$ cat src/rtl/ring_monitor.sv
// Checks the one-hot ring sequence: lock on a valid step, count revolutions, flag illegal/bad/stalled codes.
// Latency: one edge; classification of ring_q against prev lands on outputs after the same edge.
// Backpressure: none; every edge is consumed. Optional irq output under macro RING_MONITOR_IRQ_EN.
module ring_monitor #(
    parameter int WIDTH     = 4,
    parameter int DIR       = 0,
    parameter int STALL_MAX = 8,
    parameter int REV_W     = 8
) (
    input  logic             clk,
    input  logic             reset,
    input  logic [WIDTH-1:0] ring_q,
    input  logic             clr,
    output logic             locked,
    output logic [1:0]       state,
    output logic             err_onehot,
    output logic             err_seq,
    output logic             stall,
    output logic [REV_W-1:0] rev_count,
    output logic [7:0]       err_count
`ifdef RING_MONITOR_IRQ_EN
    ,
    output logic             irq
`endif
);

    typedef enum logic [1:0] {
        SEEK  = 2'b00,
        LOCK  = 2'b01,
        FAULT = 2'b10
    } state_t;

    // Hold counter only needs to reach STALL_MAX.
    localparam int              HW        = $clog2(STALL_MAX + 1);
    localparam logic [HW-1:0]   STALL_LIM = HW'(STALL_MAX);

    state_t           state_q, state_d;
    logic [WIDTH-1:0] prev_q, prev_d;
    logic [HW-1:0]    hold_cnt_q, hold_cnt_d;
    logic             err_onehot_q, err_onehot_d;
    logic             err_seq_q, err_seq_d;
    logic             stall_q, stall_d;
    logic [REV_W-1:0] rev_count_q, rev_count_d;
    logic [7:0]       err_count_q, err_count_d;

    logic             is_onehot, prev_onehot, is_hold, is_step, is_wrap;
    logic [WIDTH-1:0] rot;
    logic             ev_onehot, ev_seq, ev_stall, rev_inc, err_any;

    // Classify the incoming code against the previously sampled one.
    always_comb begin
        is_onehot   = (ring_q != '0) && ((ring_q & (ring_q - WIDTH'(1))) == '0);
        prev_onehot = (prev_q != '0) && ((prev_q & (prev_q - WIDTH'(1))) == '0);
        rot         = (DIR == 0) ? {prev_q[WIDTH-2:0], prev_q[WIDTH-1]}
                                 : {prev_q[0], prev_q[WIDTH-1:1]};
        is_hold     = is_onehot && (ring_q == prev_q);
        is_step     = is_onehot && prev_onehot && (ring_q == rot);
        is_wrap     = is_step && ((DIR == 0) ? prev_q[WIDTH-1] : prev_q[0]);
    end

    // Lock FSM: next state, hold counting and per-edge error events (at most one per edge).
    always_comb begin
        state_d    = state_q;
        hold_cnt_d = '0;
        ev_onehot  = 1'b0;
        ev_seq     = 1'b0;
        ev_stall   = 1'b0;
        rev_inc    = 1'b0;
        case (state_q)
            SEEK: begin
                if (is_step) state_d = LOCK;
            end
            LOCK: begin
                if (!is_onehot) begin
                    ev_onehot = 1'b1;
                    state_d   = FAULT;
                end else if (is_hold) begin
                    if (hold_cnt_q + HW'(1) == STALL_LIM) begin
                        ev_stall = 1'b1;
                        state_d  = SEEK;
                    end else begin
                        hold_cnt_d = hold_cnt_q + HW'(1);
                    end
                end else if (is_step) begin
                    rev_inc = is_wrap;
                end else begin
                    ev_seq  = 1'b1;
                    state_d = FAULT;
                end
            end
            FAULT: begin
                if (is_onehot) state_d = SEEK;
            end
            default: state_d = SEEK;
        endcase
    end

    // Sticky flags and counters; clr wins over any same-edge set or increment.
    always_comb begin
        prev_d  = ring_q;
        err_any = ev_onehot | ev_seq | ev_stall;
        if (clr) begin
            err_onehot_d = 1'b0;
            err_seq_d    = 1'b0;
            stall_d      = 1'b0;
            rev_count_d  = '0;
            err_count_d  = '0;
        end else begin
            err_onehot_d = err_onehot_q | ev_onehot;
            err_seq_d    = err_seq_q | ev_seq;
            stall_d      = stall_q | ev_stall;
            rev_count_d  = rev_count_q + REV_W'(rev_inc);
            err_count_d  = (err_any && (err_count_q != 8'hFF)) ? err_count_q + 8'd1 : err_count_q;
        end
    end

`ifdef RING_MONITOR_IRQ_EN
    logic irq_q, irq_d;

    // Pulse only on a fresh 0->1 of a sticky flag, never on a clearing edge.
    always_comb begin
        irq_d = !clr && ((ev_onehot && !err_onehot_q) ||
                         (ev_seq && !err_seq_q) ||
                         (ev_stall && !stall_q));
    end

    // irq register.
    always_ff @(posedge clk or negedge reset) begin
        if (!reset) irq_q <= 1'b0;
        else        irq_q <= irq_d;
    end

    assign irq = irq_q;
`endif

    // State and status registers, cleared asynchronously.
    always_ff @(posedge clk or negedge reset) begin
        if (!reset) begin
            state_q      <= SEEK;
            prev_q       <= '0;
            hold_cnt_q   <= '0;
            err_onehot_q <= 1'b0;
            err_seq_q    <= 1'b0;
            stall_q      <= 1'b0;
            rev_count_q  <= '0;
            err_count_q  <= '0;
        end else begin
            state_q      <= state_d;
            prev_q       <= prev_d;
            hold_cnt_q   <= hold_cnt_d;
            err_onehot_q <= err_onehot_d;
            err_seq_q    <= err_seq_d;
            stall_q      <= stall_d;
            rev_count_q  <= rev_count_d;
            err_count_q  <= err_count_d;
        end
    end

    assign locked     = (state_q == LOCK);
    assign state      = state_q;
    assign err_onehot = err_onehot_q;
    assign err_seq    = err_seq_q;
    assign stall      = stall_q;
    assign rev_count  = rev_count_q;
    assign err_count  = err_count_q;

endmodule

$ cat config.mk
export PLATFORM = sky130hd
export DESIGN_NAME = ring_monitor
export DESIGN_NICKNAME = d
export VERILOG_FILES = /design/src/rtl/ring_monitor.sv
export SDC_FILE = /design/constraint.sdc
export NUM_CORES = 1
export LEC_CHECK = 0
export BUFFER_PORTS_ARGS = -buffer_cell sky130_fd_sc_hd__buf_4
export CORE_ASPECT_RATIO = 2
export CORE_MARGIN = 4
export CORE_UTILIZATION = 33
export CTS_BUF_LIST = sky130_fd_sc_hd__clkbuf_8
export DETAILED_ROUTE_END_ITERATION = 12
export PLACE_DENSITY = 0.62
export SETUP_SLACK_MARGIN = 0.5
export SYNTH_ARGS = -nofsm -noshare
export SYNTH_HDL_FRONTEND = slang
export SYNTH_SLANG_ARGS = --single-unit
$ cat constraint.sdc
create_clock -name clk -period 5.9 [get_ports clk]
set_clock_uncertainty 0.1 [all_clocks]
set_input_delay 0.59 -clock clk [delete_from_list [all_inputs] [get_ports clk]]
set_output_delay 0.59 -clock clk [all_outputs]
set_load 0.02 [all_outputs]
# [Word-level counts from Yosys, hierarchy flattened]
# Cells that the tools add are included.
[op_classes] addsub=5 eq_ne=10 muxes=31 bitwise=7 reduce_logical=14
[ops] op="8-bit two-way mux" count=3
[ops] op="1-bit two-way mux" count=17
[ops] op="4-bit two-way mux" count=4
[ops] op="2-bit two-way mux" count=6
[ops] op="8-bit by 1-bit adder with 8-bit output" count=1
[ops] op="8-bit by 1-bit adder with 8-bit output (second input constant)" count=1
[ops] op="4-bit AND" count=2
[ops] op="4-bit equality test" count=2
[ops] op="4-bit logical NOT" count=2
[ops] op="8-bit inequality test (second input constant)" count=1
[ops] op="4-bit nonzero test" count=2
[ops] op="4-bit by 1-bit subtractor with 4-bit output (second input constant)" count=2
[ops] op="1-bit logical AND" count=7
[ops] op="2-bit one-hot mux with 3 select lines" count=1
[ops] op="1-bit bitwise OR" count=5
[ops] op="4-bit by 1-bit adder with 4-bit output (second input constant)" count=1
[ops] op="4-bit equality test (second input constant)" count=1
[ops] op="2-bit inequality test (second input constant)" count=2
[ops] op="4-bit by 3-bit inequality test with 1-bit output (second input constant)" count=1
[ops] op="4-bit inequality test (second input constant)" count=1
[ops] op="4-bit AND reduction" count=1
[ops] op="2-bit by 1-bit equality test with 1-bit output (second input constant)" count=1
[ops] op="2-bit equality test (second input constant)" count=1
[ops] op="2-bit logical NOT" count=1
[ops] op="2-bit nonzero test" count=1
[word_totals] register_bits=29 in_bits=7 out_inout_bits=22 word_cells=75

# [Longest topological paths before layout]
[depth] ltp_word=15 ltp_mapped=13

# [Worst setup path after synthesis]
# Ideal clock, no wire load.
[synth_path] kind="input to register" start="in ring_q[2]" end="reg rev_count_q[5], in the netlist rev_count[5]" setup_ps=132 t_arrival_ps=2404 required_ps=5668 slack_ps=3264 path_stages=13 cell_sequence="buf_2 xor2_1 nor3_1 o221a_1 buf_6 buf_2 nand2_1 nor4_1 ha_1 and3_1 nand3_1 xor2_1 nor2_1"
[synth_via] elab_chain_len=13 word_cells_on_any_way=17 classes_between="2 x add/sub; 2 x eq/ne; 5 x mux; 1 x bitwise; 7 x reduce/logical"
[synth_lines] element="start: declaration" line="12" source="input logic [WIDTH-1:0] ring_q,"
[synth_lines] element="4-bit by 1-bit subtractor with 4-bit output" line="52" source="is_onehot = (ring_q != '0) && ((ring_q & (ring_q - WIDTH'(1))) == '0);"
[synth_lines] element="4-bit AND" line="52"
[synth_lines] element="4-bit logical NOT" line="52"
[synth_lines] element="1-bit logical AND" line="52"
[synth_lines] element="1-bit logical AND (2 in series)" line="57" source="is_step = is_onehot && prev_onehot && (ring_q == rot);"
[synth_lines] element="1-bit logical AND" line="58" source="is_wrap = is_step && ((DIR == 0) ? prev_q[WIDTH-1] : prev_q[0]);"
[synth_lines] element="1-bit two-way mux" line="84" source="end else if (is_step) begin"
[synth_lines] element="1-bit two-way mux" line="77" source="end else if (is_hold) begin"
[synth_lines] element="1-bit two-way mux *" line="74" source="if (!is_onehot) begin"
[synth_lines] element="1-bit two-way mux *" line="69" source="case (state_q)"
[synth_lines] element="8-bit by 1-bit adder with 8-bit output *" line="112" source="rev_count_d = rev_count_q + REV_W'(rev_inc);"
[synth_lines] element="8-bit two-way mux *" line="102" source="if (clr) begin"
[synth_lines] element="named net rev_count_d[5]" line="43" source="logic [REV_W-1:0] rev_count_q, rev_count_d;"
[synth_lines] element="end signal: assignment" line="154" source="rev_count_q <= rev_count_d;"
[synth_lines] element="end: declaration" line="43"
# Mark *: on every way through the listed nets, which the timed path passes. The rest lies on a longest branch.
# A chain may end at the register's enable or synchronous reset.

# [Worst setup path after layout]
[layout_path] start="reg prev_q[1]" end="reg rev_count_q[7], in the netlist rev_count[7]"
[layout_via] elab_chain_len=13 word_cells_on_any_way=17 classes_between="2 x add/sub; 2 x eq/ne; 5 x mux; 1 x bitwise; 7 x reduce/logical"
[layout_lines] element="start: declaration" line="38" source="logic [WIDTH-1:0] prev_q, prev_d;"
[layout_lines] element="start signal: assignment" line="149" source="prev_q <= prev_d;"
[layout_lines] element="4-bit by 1-bit subtractor with 4-bit output" line="53" source="prev_onehot = (prev_q != '0) && ((prev_q & (prev_q - WIDTH'(1))) == '0);"
[layout_lines] element="4-bit AND" line="53"
[layout_lines] element="4-bit logical NOT" line="53"
[layout_lines] element="1-bit logical AND" line="53"
[layout_lines] element="1-bit logical AND (2 in series)" line="57"
[layout_lines] element="1-bit logical AND" line="58"
[layout_lines] element="1-bit two-way mux" line="84"
[layout_lines] element="1-bit two-way mux *" line="77"
[layout_lines] element="1-bit two-way mux *" line="74"
[layout_lines] element="1-bit two-way mux *" line="69"
[layout_lines] element="8-bit by 1-bit adder with 8-bit output *" line="112"
[layout_lines] element="8-bit two-way mux *" line="102"
[layout_lines] element="named net rev_count_d[7]" line="43"
# Marked as above.

==> impl_metrics.yaml <==
grt:
  antenna_found_initial: 0
  busiest_layer: "met2"
  use_met1_pct: 15.5
  grt.overflow.total: 0
  grtUsageMet2_pct: 22.9
  grt_max_degree: 30
  grt_pass1_vias: 1323
  grt_use_total_pct: 13.5
  use_met3_pct: 3.60
  grt_pass1_wl_um: 6330
floorplan:
  die_area_mm2: 0.00586
  start_util_pct: 34.6
  die_w_um: 56.2
  die_h_um: 104
  rows: 34
  core_area_mm2: 0.00442
  io_pins: 29
yosys:
  synth_ff_type: "dfrtp_1"
  ys_seq_area_share_pct: 47.4
  syn-cell-area_mm2: 0.00153
  syn_avg_cell_area_um2: 10.1
  yosysTopAreaCellShare_pct: 47.4
  synth.most_common_cell: "dfrtp_1"
  synthTopCellsByArea: "dfrtp_1, xnor2_1, a21oi_1"
  ys_ff_latch: 29
  yosys.cell_types.count: 38
  netlist_instances: 151
  async_reset_ff_share_pct: 100
  synth_edf_count: 0
  synth_top_cell_by_area: "dfrtp_1"
  yosys-top-cells-count: "dfrtp_1, nor2_1, a21oi_1"
  yosys_warnings: 0
  syn_nets: 162
critical_path:
  critPathMaxFanout: 20
  r2r_cells: 10
  critPathLaunchType: "flip-flop"
  arrival_ns: 2.86
  crit_required_ns: 5.97
  rrSetupSlack_ns: 3.11
  path_cells: "o21ai_1 > nor4b_1 > o221a_1 > nand2_1 > nor4_1 > ha_1 > and3_1 > nand3_1 > xor2_1 > nor2_1"
  crit_path_start: "prev_q[1]"
  crit_slowest_cell: "o221a_1"
  worst-path-buf-inv: 0
  worst_path_dominant_cell_family: "simple AND/OR/NAND/NOR gates"
  r2r_end: "rev_count[7]"
  cpPeakStageDelay_ns: 0.64
  regToRegStartpoint: "prev_q[1]"
  worstSetupPathType: "reg2reg"
  cp-end-kind: "flip-flop"
sta:
  slew_headroom_pct: 51.0
  timing.fmax_ghz: 0.358
  setup_viol: 0
  hold_viol: 0
  setup_tns_ns: 0
  finalCritPeriodShare_pct: 47.3
  worst_slew_pin_slew_ns: 0.733
  rsz0062_at_grt: "no"
  slew_violations: 0
  min_period_ns: 2.79
place:
  post-dp-hpwl_um: 2540
  portBuffers: 28
  dp.cells: 225
  gp_congestion: 0.730
power_and_ir_drop:
  leakage_nw: 0.820
  vdd_drop_max_mv: 0.158
  powerDensity_mw_per_mm2: 241
clock_tree:
  clockBufferDepth: 2
  cts_hold_buf: 0
  clockRootBuffer: "clkbuf_8"
  clock-sinks: 29
  cts.clk_slew.worst_paths_ns: 0.07
  ctsResizeCount: 0
  cts_made_buffers: 5
  ctsHtreeMaxLevel: 2
  clock_latency_ns: 0.28
  cts_tree: "yes"
  cts_setup_buffers: 0
detailed_routing:
  drt_iter0_drc: 16
  drt-pass1-iter-count: 4
  avgRoutedWirePerCell_um: 14.9
  ant_nets: 0
  totalWireLength_um: 3470
  viasPerCell: 5.37
  drc: 0
  routed-via-count: 1251
status:
  status: "complete, no violations"
worst_hold_path:
  hold_path.class: "in2async"
final_layout:
  diodes: 0
  nNetsFinal: 189
  drive_above_1_share_pct: 21.8
  nFillCells: 449
  area_growth_pct: 22.3
  layout.cells.non_filler: 233
flow_run:
  cap_violations: 0
==> how the worst max path moves through the flow <==
stage / end / slack (ns) / depth (start not counted)
after floorplan: rev_count[5] / 3.26 / 13
after global placement: rev_count[7] / 2.97 / 11
after detailed placement: rev_count[7] / 2.87 / 10
after CTS: rev_count[7] / 3.07 / 10
after global routing: rev_count[5] / 2.78 / 10
final: rev_count[7] / 3.11 / 10
==> registers in the layout (all words and copies together), names as in the netlist <==
signal,cells
hold_cnt_q,4
err_count,8
prev_q,4
err_onehot,1
state,2
err_seq,1
stall,1
rev_count,8
==> layer usage <==
| layer | part of all wire, % | wire, µm |
|---|---|---|
| met4 | 2.4 | 85 |
| met5 | 0 | 0 |
| met1 | 39 | 1370 |
| met2 | 53 | 1840 |
| met3 | 5.1 | 178 |
==> through the flow <==
stage | total power [mW] | area, µm² | hold WS [ns] | util, % | worst slack (ns)
4_1_cts | 0.459 | 1870 | 0.125 | 42.3 | 3.07
2_1_floorplan | 0.225 | 1530 | 0.194 | - | 3.26
5_1_grt | 0.469 | 1870 | 0.138 | 42.3 | 2.78
3_3_place_gp | 0.236 | 1750 | 0.390 | 39.6 | 2.97
3_5_place_dp | 0.236 | 1750 | 0.388 | 39.6 | 2.87
6_report | 0.452 | 1870 | 0.118 | 42.3 | 3.11
==> placed cells by master (no fill, tap or decap), types with 7 or more instances in the layout <==
cell	instances
a21oi_1	13
buf_4	28
dfrtp_1	29
nand3_1	8
nor2_1	14
or4_1	7
xnor2_1	8
==> power breakdown <==
group          leakage (nW)  total, mW  internal, mW  switching (mW)
clock                0.0574      0.220         0.137          0.0825
sequential            0.396      0.204         0.201         0.00329
combinational         0.367     0.0281        0.0100          0.0181
==> logic make-up after synthesis <==
| logic type | share of synthesized area [%] |
|---|---|
| AOI/OAI and AO/OA | 15.2 |
| xor gates and xnor gates | 8.01 |
| adders and majority gates | 3.27 |
| buffers and inverters | 5.15 |
| DFF | 47.4 |
| and+or+nand+nor | 21.0 |
==> area by class of cell <==
type                       count  area (µm²)  area share (%)
sequential                    29         726            38.7
multi-input combinational    108         727            38.8
inverter                       6        22.5            1.20
clock buffer                   6        82.6            4.41
timing repair buffer          28         210            11.2
clock inverter                 2        37.5            2.00
tap                           54        67.6            3.61
Power figures use the tool's default switching activity.
